**src/rtl/l2_tcdm_fill_check_pkg.sv**
```systemverilog
// Shared types and widths for the TCDM fill/check engine.
package l2_tcdm_fill_check_pkg;

    localparam int unsigned ADDR_WIDTH     = 32;
    localparam int unsigned LEN_WIDTH      = 16;
    localparam int unsigned MISMATCH_WIDTH = 16;

    // Command opcode; the encoding doubles as the TCDM wen value.
    typedef enum logic {
        OP_FILL  = 1'b0,
        OP_CHECK = 1'b1
    } op_e;

    typedef enum logic [1:0] {
        ST_IDLE,
        ST_ISSUE,
        ST_DRAIN,
        ST_DONE
    } state_e;

endpackage

```
**src/rtl/l2_tcdm_fill_check_if.sv**
```systemverilog
// TCDM initiator bus; signal names are seen from the initiator side.
interface l2_tcdm_fill_check_if #(
    parameter int unsigned DATA_WIDTH = 32
);
    import l2_tcdm_fill_check_pkg::*;

    logic                    req_o;
    logic [ADDR_WIDTH-1:0]   add_o;
    logic                    wen_o;
    logic [DATA_WIDTH/8-1:0] be_o;
    logic [DATA_WIDTH-1:0]   wdata_o;
    logic                    gnt_i;
    logic                    r_valid_i;
    logic [DATA_WIDTH-1:0]   r_rdata_i;
    logic                    r_opc_i;

    modport master (
        output req_o, add_o, wen_o, be_o, wdata_o,
        input  gnt_i, r_valid_i, r_rdata_i, r_opc_i
    );

    modport slave (
        input  req_o, add_o, wen_o, be_o, wdata_o,
        output gnt_i, r_valid_i, r_rdata_i, r_opc_i
    );

endinterface

```
**src/rtl/l2_tcdm_fill_check_outstanding_cnt.sv**
```systemverilog
// Counts granted beats still waiting for their response; never underflows.
module tcdm_outstanding_cnt #(
    parameter int unsigned MAX_OUTSTANDING = 2,
    parameter int unsigned CNT_WIDTH       = $clog2(MAX_OUTSTANDING + 1)
) (
    input  logic                 clk_i,
    input  logic                 rst_ni,
    input  logic                 inc_i,
    input  logic                 dec_i,
    output logic [CNT_WIDTH-1:0] cnt_o,
    output logic                 empty_o,
    output logic                 full_o
);

    logic [CNT_WIDTH-1:0] cnt_q, cnt_d;
    logic                 dec_ok;

    assign empty_o = (cnt_q == '0);
    assign full_o  = (cnt_q == CNT_WIDTH'(MAX_OUTSTANDING));
    assign dec_ok  = dec_i && !empty_o;
    assign cnt_o   = cnt_q;

    // Next count: simultaneous grant and response cancel out.
    always_comb begin
        cnt_d = cnt_q;
        unique case ({inc_i, dec_ok})
            2'b10:   cnt_d = cnt_q + CNT_WIDTH'(1);
            2'b01:   cnt_d = cnt_q - CNT_WIDTH'(1);
            default: cnt_d = cnt_q;
        endcase
    end

    // Counter register.
    always_ff @(posedge clk_i or negedge rst_ni) begin
        if (!rst_ni) begin
            cnt_q <= '0;
        end else begin
            cnt_q <= cnt_d;
        end
    end

endmodule

```
**src/rtl/l2_tcdm_fill_check.sv**
```systemverilog
// Fills a TCDM word range with a pattern or reads it back and compares,
// keeping a mismatch count and a rotate/XOR signature of the read data.
module l2_tcdm_fill_check
    import l2_tcdm_fill_check_pkg::*;
#(
    parameter int unsigned DATA_WIDTH      = 32,
    parameter int unsigned MAX_OUTSTANDING = 2
) (
    input  logic                      clk_i,
    input  logic                      rst_ni,
    input  logic                      start_i,
    input  logic                      op_i,
    input  logic [ADDR_WIDTH-1:0]     base_addr_i,
    input  logic [LEN_WIDTH-1:0]      len_i,
    input  logic [DATA_WIDTH-1:0]     pattern_i,
    output logic                      busy_o,
    output logic                      done_o,
    output logic                      err_o,
    output logic [MISMATCH_WIDTH-1:0] mismatch_cnt_o,
    output logic [DATA_WIDTH-1:0]     signature_o,
    l2_tcdm_fill_check_if.master      tcdm
);

    localparam int unsigned CNT_WIDTH = $clog2(MAX_OUTSTANDING + 1);
    localparam logic [ADDR_WIDTH-1:0] ADDR_STEP = ADDR_WIDTH'(DATA_WIDTH / 8);
    localparam logic [CNT_WIDTH-1:0]  CNT_ONE   = CNT_WIDTH'(1);

    state_e                    state_q, state_d;
    op_e                       op_q;
    logic [ADDR_WIDTH-1:0]     add_q;
    logic [LEN_WIDTH-1:0]      rem_q;
    logic [DATA_WIDTH-1:0]     pattern_q;
    logic [MISMATCH_WIDTH-1:0] mismatch_q;
    logic [DATA_WIDTH-1:0]     sig_q;
    logic                      err_q;

    logic                      req;
    logic                      beat;
    logic                      start_acc;
    logic                      rsp_check;
    logic                      drain_done;
    logic [CNT_WIDTH-1:0]      outst_cnt;
    logic                      outst_empty;
    logic                      outst_full;

    function automatic logic [DATA_WIDTH-1:0] rotl1(input logic [DATA_WIDTH-1:0] v);
        return {v[DATA_WIDTH-2:0], v[DATA_WIDTH-1]};
    endfunction

    tcdm_outstanding_cnt #(
        .MAX_OUTSTANDING (MAX_OUTSTANDING),
        .CNT_WIDTH       (CNT_WIDTH)
    ) i_outstanding_cnt (
        .clk_i   (clk_i),
        .rst_ni  (rst_ni),
        .inc_i   (beat),
        .dec_i   (tcdm.r_valid_i),
        .cnt_o   (outst_cnt),
        .empty_o (outst_empty),
        .full_o  (outst_full)
    );

    assign start_acc  = start_i && (state_q == ST_IDLE);
    assign beat       = req && tcdm.gnt_i;
    // A response arriving in the same cycle as the last outstanding one empties the counter.
    assign drain_done = outst_empty || ((outst_cnt == CNT_ONE) && tcdm.r_valid_i);
    assign rsp_check  = tcdm.r_valid_i && (op_q == OP_CHECK)
                        && ((state_q == ST_ISSUE) || (state_q == ST_DRAIN));

    // FSM state register.
    always_ff @(posedge clk_i or negedge rst_ni) begin
        if (!rst_ni) begin
            state_q <= ST_IDLE;
        end else begin
            state_q <= state_d;
        end
    end

    // FSM next-state logic.
    always_comb begin
        state_d = state_q;
        unique case (state_q)
            ST_IDLE: begin
                if (start_i) begin
                    state_d = (len_i == '0) ? ST_DONE : ST_ISSUE;
                end
            end
            ST_ISSUE: begin
                if (beat && (rem_q == LEN_WIDTH'(1))) begin
                    state_d = ST_DRAIN;
                end
            end
            ST_DRAIN: begin
                if (drain_done) begin
                    state_d = ST_DONE;
                end
            end
            ST_DONE: state_d = ST_IDLE;
            default: state_d = ST_IDLE;
        endcase
    end

    // FSM outputs; a response in the full cycle frees a slot immediately so a
    // 1-cycle-latency slave sustains one beat per cycle.
    always_comb begin
        req    = (state_q == ST_ISSUE) && (!outst_full || tcdm.r_valid_i);
        busy_o = (state_q != ST_IDLE);
        done_o = (state_q == ST_DONE);
    end

    // Command latch and address/remaining-count walk.
    always_ff @(posedge clk_i or negedge rst_ni) begin
        if (!rst_ni) begin
            op_q      <= OP_CHECK;
            add_q     <= '0;
            rem_q     <= '0;
            pattern_q <= '0;
        end else if (start_acc) begin
            op_q      <= op_e'(op_i);
            add_q     <= base_addr_i;
            rem_q     <= len_i;
            pattern_q <= pattern_i;
        end else if (beat) begin
            add_q     <= add_q + ADDR_STEP;
            rem_q     <= rem_q - LEN_WIDTH'(1);
        end
    end

    // Read-back comparison results, held until the next accepted command.
    always_ff @(posedge clk_i or negedge rst_ni) begin
        if (!rst_ni) begin
            mismatch_q <= '0;
            sig_q      <= '0;
        end else if (start_acc) begin
            mismatch_q <= '0;
            sig_q      <= '0;
        end else if (rsp_check) begin
            sig_q <= rotl1(sig_q) ^ tcdm.r_rdata_i;
            if ((tcdm.r_rdata_i != pattern_q) && (mismatch_q != '1)) begin
                mismatch_q <= mismatch_q + MISMATCH_WIDTH'(1);
            end
        end
    end

    // Sticky error: slave-reported error or a response nobody asked for.
    always_ff @(posedge clk_i or negedge rst_ni) begin
        if (!rst_ni) begin
            err_q <= 1'b0;
        end else if (tcdm.r_valid_i && (tcdm.r_opc_i || outst_empty)) begin
            err_q <= 1'b1;
        end else if (start_acc) begin
            err_q <= 1'b0;
        end
    end

    assign tcdm.req_o   = req;
    assign tcdm.add_o   = add_q;
    assign tcdm.wen_o   = op_q;
    assign tcdm.be_o    = (state_q != ST_IDLE) ? '1 : '0;
    assign tcdm.wdata_o = (op_q == OP_FILL) ? pattern_q : '0;

    assign err_o          = err_q;
    assign mismatch_cnt_o = mismatch_q;
    assign signature_o    = sig_q;

endmodule
```
**src/flat_wrapper.sv**
```systemverilog
// flat-port wrapper written by rule: the top's interface ports become plain ports
module l2_tcdm_fill_check_flat import l2_tcdm_fill_check_pkg::*;
#(
    parameter int unsigned DATA_WIDTH      = 32,
    parameter int unsigned MAX_OUTSTANDING = 2
)
  (clk_i, rst_ni, start_i, op_i, base_addr_i, len_i, pattern_i, busy_o, done_o, err_o, mismatch_cnt_o, signature_o, tcdm_req_o, tcdm_add_o, tcdm_wen_o, tcdm_be_o, tcdm_wdata_o, tcdm_gnt_i, tcdm_r_valid_i, tcdm_r_rdata_i, tcdm_r_opc_i);
  l2_tcdm_fill_check_if #(.DATA_WIDTH(DATA_WIDTH)) tcdm_i ();
  input  logic clk_i;
  input  logic rst_ni;
  input  logic start_i;
  input  logic op_i;
  input  logic [ADDR_WIDTH-1:0] base_addr_i;
  input  logic [LEN_WIDTH-1:0] len_i;
  input  logic [DATA_WIDTH-1:0] pattern_i;
  output logic busy_o;
  output logic done_o;
  output logic err_o;
  output logic [MISMATCH_WIDTH-1:0] mismatch_cnt_o;
  output logic [DATA_WIDTH-1:0] signature_o;
  output wire logic [$bits(tcdm_i.req_o)-1:0] tcdm_req_o;
  output wire logic [$bits(tcdm_i.add_o)-1:0] tcdm_add_o;
  output wire logic [$bits(tcdm_i.wen_o)-1:0] tcdm_wen_o;
  output wire logic [$bits(tcdm_i.be_o)-1:0] tcdm_be_o;
  output wire logic [$bits(tcdm_i.wdata_o)-1:0] tcdm_wdata_o;
  input wire logic [$bits(tcdm_i.gnt_i)-1:0] tcdm_gnt_i;
  input wire logic [$bits(tcdm_i.r_valid_i)-1:0] tcdm_r_valid_i;
  input wire logic [$bits(tcdm_i.r_rdata_i)-1:0] tcdm_r_rdata_i;
  input wire logic [$bits(tcdm_i.r_opc_i)-1:0] tcdm_r_opc_i;
  assign tcdm_req_o = tcdm_i.req_o;
  assign tcdm_add_o = tcdm_i.add_o;
  assign tcdm_wen_o = tcdm_i.wen_o;
  assign tcdm_be_o = tcdm_i.be_o;
  assign tcdm_wdata_o = tcdm_i.wdata_o;
  assign tcdm_i.gnt_i = tcdm_gnt_i;
  assign tcdm_i.r_valid_i = tcdm_r_valid_i;
  assign tcdm_i.r_rdata_i = tcdm_r_rdata_i;
  assign tcdm_i.r_opc_i = tcdm_r_opc_i;
  l2_tcdm_fill_check #(.DATA_WIDTH(DATA_WIDTH), .MAX_OUTSTANDING(MAX_OUTSTANDING)) u_core (.clk_i(clk_i), .rst_ni(rst_ni), .start_i(start_i), .op_i(op_i), .base_addr_i(base_addr_i), .len_i(len_i), .pattern_i(pattern_i), .busy_o(busy_o), .done_o(done_o), .err_o(err_o), .mismatch_cnt_o(mismatch_cnt_o), .signature_o(signature_o), .tcdm(tcdm_i));
endmodule
```
**config.mk**
```make
export PLATFORM = sky130hd
export DESIGN_NAME = l2_tcdm_fill_check_flat
export DESIGN_NICKNAME = d
export VERILOG_FILES = /design/src/rtl/l2_tcdm_fill_check_pkg.sv /design/src/rtl/l2_tcdm_fill_check_if.sv /design/src/rtl/l2_tcdm_fill_check_outstanding_cnt.sv /design/src/rtl/l2_tcdm_fill_check.sv /design/src/flat_wrapper.sv
export SDC_FILE = /design/constraint.sdc
export NUM_CORES = 1
export LEC_CHECK = 0
export ABC_CLOCK_PERIOD_IN_PS = 5000
export CAP_MARGIN = 20
export CORE_MARGIN = 2
export CORE_UTILIZATION = 50
export DETAILED_ROUTE_END_ITERATION = 10
export PLACE_DENSITY = 0.95
export SYNTH_ARGS = -nofsm -noshare
export SYNTH_HDL_FRONTEND = slang
export SYNTH_SLANG_ARGS = --single-unit
```
**constraint.sdc**
```tcl
create_clock -name clk_i -period 5 [get_ports clk_i]
set_input_delay 0.5 -clock clk_i [delete_from_list [all_inputs] [get_ports clk_i]]
set_output_delay 0.5 -clock clk_i [all_outputs]
set_load 0.01 [all_outputs]
```
* Word level (Yosys, flattened, before mapping)
Index checks and enable logic that the tools add are counted.
W data, S select, Z words.
** Operators by class
- Add/sub/neg operators :: 5
- Multipliers :: 0
- Div/mod/pow operators :: 0
- Order comparisons :: 0
- Equality and inequality tests :: 13
- Shifts and indexed selects :: 0
- Multiplexer cells :: 19
- Bitwise gates (word level) :: 1
- Reductions and logical operators :: 27
** Operator list (number)
- $mux W32 :: 5
- $mux W16 :: 5
- $add A32 B3 Y32 const B :: 1
- $ne A32 B32 Y1 :: 1
- $xor A32 B32 Y32 :: 1
- $add A16 B1 Y16 const B :: 1
- $eq A16 B1 Y1 const B :: 1
- $logic_not A16 Y1 :: 1
- $ne A16 B16 Y1 const B :: 1
- $sub A16 B1 Y16 const B :: 1
- $reduce_bool A2 Y1 :: 6
- $logic_and A1 B1 Y1 :: 10
- $eq A2 B2 Y1 const B :: 4
- $mux W2 :: 4
- $pmux W2 S4 :: 1
- $eq A2 B1 Y1 const B :: 3
- $logic_not A2 Y1 :: 2
- $logic_or A1 B1 Y1 :: 4
- $mux W4 :: 1
- $ne A2 B1 Y1 const B :: 2
- $pmux W2 S2 :: 1
- $reduce_and A3 Y1 :: 1
- $add A2 B1 Y2 const B :: 1
- $logic_not A1 Y1 :: 2
- other kinds (4) :: 5
** Storage, ports and cells
- Register bits after elaboration :: 134
- Bits in latches :: 0
- Bits in writable memories :: 0
- ROM bits :: 0
- Input port bits :: 119
- Output and inout bits :: 121
- Word-level logic and storage cells :: 74
- Memories :: 0

* Logic depth before layout (Yosys ltp)
- Word-level depth :: 8
- Mapped depth :: 9
- Depth with buffers taken out :: 9

* Modules after synthesis
A second synthesis with hierarchy kept.
** Unflattened totals
- Cell total of the unflattened synthesis :: 799
- Area, all modules :: 7140.6 µm²
** By module, submodules not included
- l2_tcdm_fill_check :: times used 1, cells each 788, area an instance 7025.5 µm², sequential area each 3304.4 µm²
- tcdm_outstanding_cnt :: times used 1, cells each 11, area an instance 115.1 µm², sequential area each 50.0 µm²

* Worst setup path before layout
OpenSTA, ideal clock, no wires.
- Kind :: flip-flop to flip-flop
- Start :: register u_core.i_outstanding_cnt.cnt_q[0], in the netlist u_core.i_outstanding_cnt.cnt_o[0]
- End :: register u_core.rem_q[12]
- Setup time :: 0.082 ns
- Data arrival time :: 1.960 ns
- Required time :: 4.918 ns
- Setup slack :: 2.958 ns
- Stages on the path, launching flop included :: 10
- Path buffers :: 1
- Cell sequence :: dfrtp_1 -> inv_1 -> ha_1 -> nor2b_1 -> nor4_4 -> and2b_1 -> buf_6 -> nand3_2 -> or4_1 -> a31oi_1
** Between the ends
- Longest elaborated chain between the ends :: 6
** Ends and longest elaborated chain
- start: declaration :: line l2_tcdm_fill_check_outstanding_cnt.sv:15 : logic [CNT_WIDTH-1:0] cnt_q, cnt_d;
- start signal: assignment :: line l2_tcdm_fill_check_outstanding_cnt.sv:38 : cnt_q <= cnt_d;
- $eq A2 B2 Y1 :: line l2_tcdm_fill_check_outstanding_cnt.sv:19 : assign full_o = (cnt_q == CNT_WIDTH'(MAX_OUTSTANDING));
- $logic_not A1 Y1 :: line l2_tcdm_fill_check.sv:106 : req = (state_q == ST_ISSUE) && (!outst_full || tcdm.r_valid_i);
- $logic_or A1 B1 Y1 :: line l2_tcdm_fill_check.sv:106
- $logic_and A1 B1 Y1 :: line l2_tcdm_fill_check.sv:106
- $logic_and A1 B1 Y1 :: line l2_tcdm_fill_check.sv:64 : assign beat = req && tcdm.gnt_i;
- $reduce_bool A2 Y1 (no source line)
- end signal: assignment :: line l2_tcdm_fill_check.sv:121 : rem_q <= len_i;
- end signal: assignment :: line l2_tcdm_fill_check.sv:125 : rem_q <= rem_q - LEN_WIDTH'(1);
- end: declaration :: line l2_tcdm_fill_check.sv:31 : logic [LEN_WIDTH-1:0] rem_q;
Every way passes these cells.
A chain may end at the register's enable or synchronous reset.

* Worst setup path after layout
- Start :: register u_core.op_q, in the netlist u_core.tcdm.wen_o
- End :: register u_core.mismatch_q[13], in the netlist u_core.mismatch_cnt_o[13]
** Between the ends
- Longest elaborated chain between the ends :: 4
** Ends and longest elaborated chain
- start: declaration :: line l2_tcdm_fill_check.sv:29 : op_e op_q;
- start signal: assignment :: line l2_tcdm_fill_check.sv:119 : op_q <= op_e'(op_i);
- $logic_and A1 B1 Y1 :: line l2_tcdm_fill_check.sv:67 : assign rsp_check = tcdm.r_valid_i && (op_q == OP_CHECK)
- $logic_and A1 B1 Y1 :: line l2_tcdm_fill_check.sv:68 : && ((state_q == ST_ISSUE) || (state_q == ST_DRAIN));
- $reduce_bool A2 Y1 (no source line)
- $reduce_and A2 Y1 (no source line)
- end signal: assignment :: line l2_tcdm_fill_check.sv:140 : mismatch_q <= mismatch_q + MISMATCH_WIDTH'(1);
- end: declaration :: line l2_tcdm_fill_check.sv:33 : logic [MISMATCH_WIDTH-1:0] mismatch_q;
Every way passes these cells.

==> flow_summary.toml <==
[cts]
cts.repair.resized = 0
cts_tree = "done"
h-tree-depth = 4
clockBufferDepth = 2
clkSinkCount = 134
cts_buffers = 17
root_buffer = "clkbuf_16"
clk_latency_ps = 420
path_clk_slew_ps = 60
postCtsSetupBuffers = 0
ctsHoldBuffers = 0

[logic_synthesis]
syn_nets = 939
syn_area_per_cell_sq_um = 9.01
synth-xor-area-share = 0.128
synth_edf_count = 0
synthCells = 807
yosys_warnings = 0
synth.area.mux_share = 0.00275
synth_cell_types = 44
synth_top_family_by_area = "simple AND/OR/NAND/NOR gates"
synth_top_area_frac = 0.458
netlist_area_sq_um = 7270
ys_seq_area_frac = 0.461
synth_ff_type = "dfrtp_1"
synth-simple-area-share = 0.253
synth-async-reset-ratio = 1.00
synth_fa_ha_area_frac = 0.0224
yosys-top-cells-area = "dfrtp_1 (46%), nand2_1 (9.0%), xor2_1 (7.3%)"
synth_compound_area_frac = 0.0996
synth_seq_cells = 134
yosys.area.top_type = "dfrtp_1"

[sta]
rsz0062_at_grt = "false"
max_freq_mhz = 329
finalHoldViolCount = 0
finalMaxSlewViolations = 0
finalCriticalPeriod_ps = 3040
fin_setup_tns_ps = 0
max_slew_margin = 0.372
period_share = 0.607
skew_ps = 4.71
hold-worst-slack_ps = 97.0
finalSetupViolations = 0
worstMarginPinSlew_ps = 935

[die]
initial_core_util = 0.506
placementRows = 44
io_pins = 240
dieArea_sq_um = 15500
core_area_sq_um = 14400
die_h_um = 125
fp.dieW_um = 125

[global_routing]
gr-total-overflow = 0
grt_max_degree = 80
antenna_found_initial = 0
grt_pass1_wl_um = 35600
grt_usage = 0.286
grt_pass1_vias = 7014

[cells_and_area]
postLayoutCellArea_sq_um = 10300
postLayoutCoreUtil = 0.720
syn_to_final_growth_pct = 42.3
drive_above_1_share = 0.0490
antenna_cells = 0
final_nets = 1159
fillers = 1002

[routing]
drcViolationCount = 0
first_pass_iters = 7
drt_wl_total_um = 21600
wl_per_cell_um = 17.6
drtAntennaViolNets = 0
detail_route.iter0.violations = 431
vias_per_cell = 5.50
num_vias = 6737

[hold_path]
hp-class = "in2async"

[critical_path]
worstPathArrival_ps = 3380
rrSetupSlack_ps = 1960
startpoint = "u_core.tcdm.wen_o"
cp.required_ps = 5340
cp_max_fo = 74
worstSetupEndpointType = "register"
r2r-end = "u_core.mismatch_cnt_o[13]"
r2r_start = "u_core.tcdm.wen_o"
crit_type = "reg2reg"
worstRegToRegCells = 5
start_kind = "register"

[run]
max_cap_viol_count = 0

[place]
dpl_cell_area_sq_um = 9750
gp_congestion = 0.941
dp_hpwl_um = 15300
port_buffers = 239

[status]
status = "finished, final reports clean"

[pwr]
powerDensity_nw_per_um2 = 573
power_mw = 5.93
p_leak_nw = 4.28
peakVddDrop_mv = 0.366
## critical path, stage by stage (launching register included)
cell,delay (ps)
dfstp_2,990
and3_2,310
buf_4,560
nand2_1,380
or4_1,560
a21oi_1,160
## flip-flops by register name (all words and copies together), names as in the netlist
| register | cells |
|---|---|
| u_core.i_outstanding_cnt.cnt_o | 2 |
| u_core.tcdm.wen_o | 1 |
| u_core.signature_o | 32 |
| u_core.tcdm.add_o | 32 |
| u_core.mismatch_cnt_o | 16 |
| u_core.state_q | 2 |
| u_core.rem_q | 16 |
| u_core.pattern_q | 32 |
| u_core.err_o | 1 |
## cells in the mapped netlist, types with 2 or more instances
cell / number
and2_1: 2
o311ai_0: 2
nor2_1: 52
buf_1: 4
nand2b_1: 4
xnor2_1: 45
and4_1: 2
inv_1: 11
ha_1: 13
o41ai_1: 2
a31oi_1: 5
or4_1: 8
nor2b_1: 35
buf_4: 5
o21ai_1: 8
o31ai_1: 7
nand4_1: 19
clkbuf_1: 28
mux2i_1: 2
or3_1: 8
nor3_4: 2
o211ai_1: 5
nand3_2: 2
o21ai_0: 41
nand3_1: 26
nor3_2: 2
nor4_1: 14
nand4b_1: 2
a21oi_1: 13
nor3_1: 8
a211oi_1: 33
xor2_1: 61
buf_2: 6
dfrtp_1: 133
and3_1: 14
nand2_1: 175
## cells by family after synthesis
family | count (synthesis)
fa+ha+maj | 13
xor+xnor | 106
simple gates | 379
compound gates | 117
mux | 2
flops | 134
buf+inv | 56
## where the power goes
part / total [mW] / switching (mW) / internal (mW)
logic: 2.60 / 1.26 / 1.34
clock network: 1.26 / 0.462 / 0.796
registers: 2.08 / 0.539 / 1.54
total: 5.93 / 2.27 / 3.67
## per-layer routing
layer  GRT usage  share of wire
met1       0.332           0.39
met2       0.475           0.49
met3      0.0893          0.079
met4       0.147          0.041
met5           0              0
## cell usage in the layout (no fill, tap or decap), types with 11 or more instances in the layout
| master | n |
|---|---|
| clkdlybuf4s50_1 | 238 |
| nand2_1 | 174 |
| dfrtp_1 | 133 |
| xor2_1 | 61 |
| nor2_1 | 51 |
| xnor2_1 | 45 |
| o21ai_0 | 41 |
| nor2b_1 | 35 |
| a211oi_1 | 33 |
| nand3_1 | 26 |
| nand4_1 | 19 |
| clkbuf_16 | 17 |
| nor4_1 | 14 |
| and3_1 | 13 |
| a21oi_1 | 13 |
| ha_1 | 13 |
| inv_1 | 11 |
## area by class of cell
cell class              count  area, sq um  area share
clock buffers              24          502      0.0485
clock inverters             8         95.1     0.00919
repair buffers            245         2440       0.236
flip-flops and latches    134         3350       0.324
well taps                 184          230      0.0222
inverters                  12         45.0     0.00435
multi-input cells         617         3680       0.356
## stage by stage
stage                     std cells  worst slack [ps]
final                          1224              1960
after global routing           1224              1770
after CTS                      1224              1950
after detailed placement       1192              1920
after global placement         1192              2020
after floorplan                 807              2960
## worst max-delay path by stage
| stage | end | cells after the start |
|---|---|---|
| finish | u_core.mismatch_cnt_o[13] | 5 |
| global route | u_core.mismatch_cnt_o[13] | 5 |
| CTS | u_core.mismatch_cnt_o[13] | 5 |
| detailed placement | u_core.mismatch_cnt_o[13] | 6 |
| global placement | u_core.mismatch_cnt_o[13] | 6 |
| floorplan | u_core.rem_q[12] | 9 |
No activity file was read; power rests on OpenSTA's default activity.
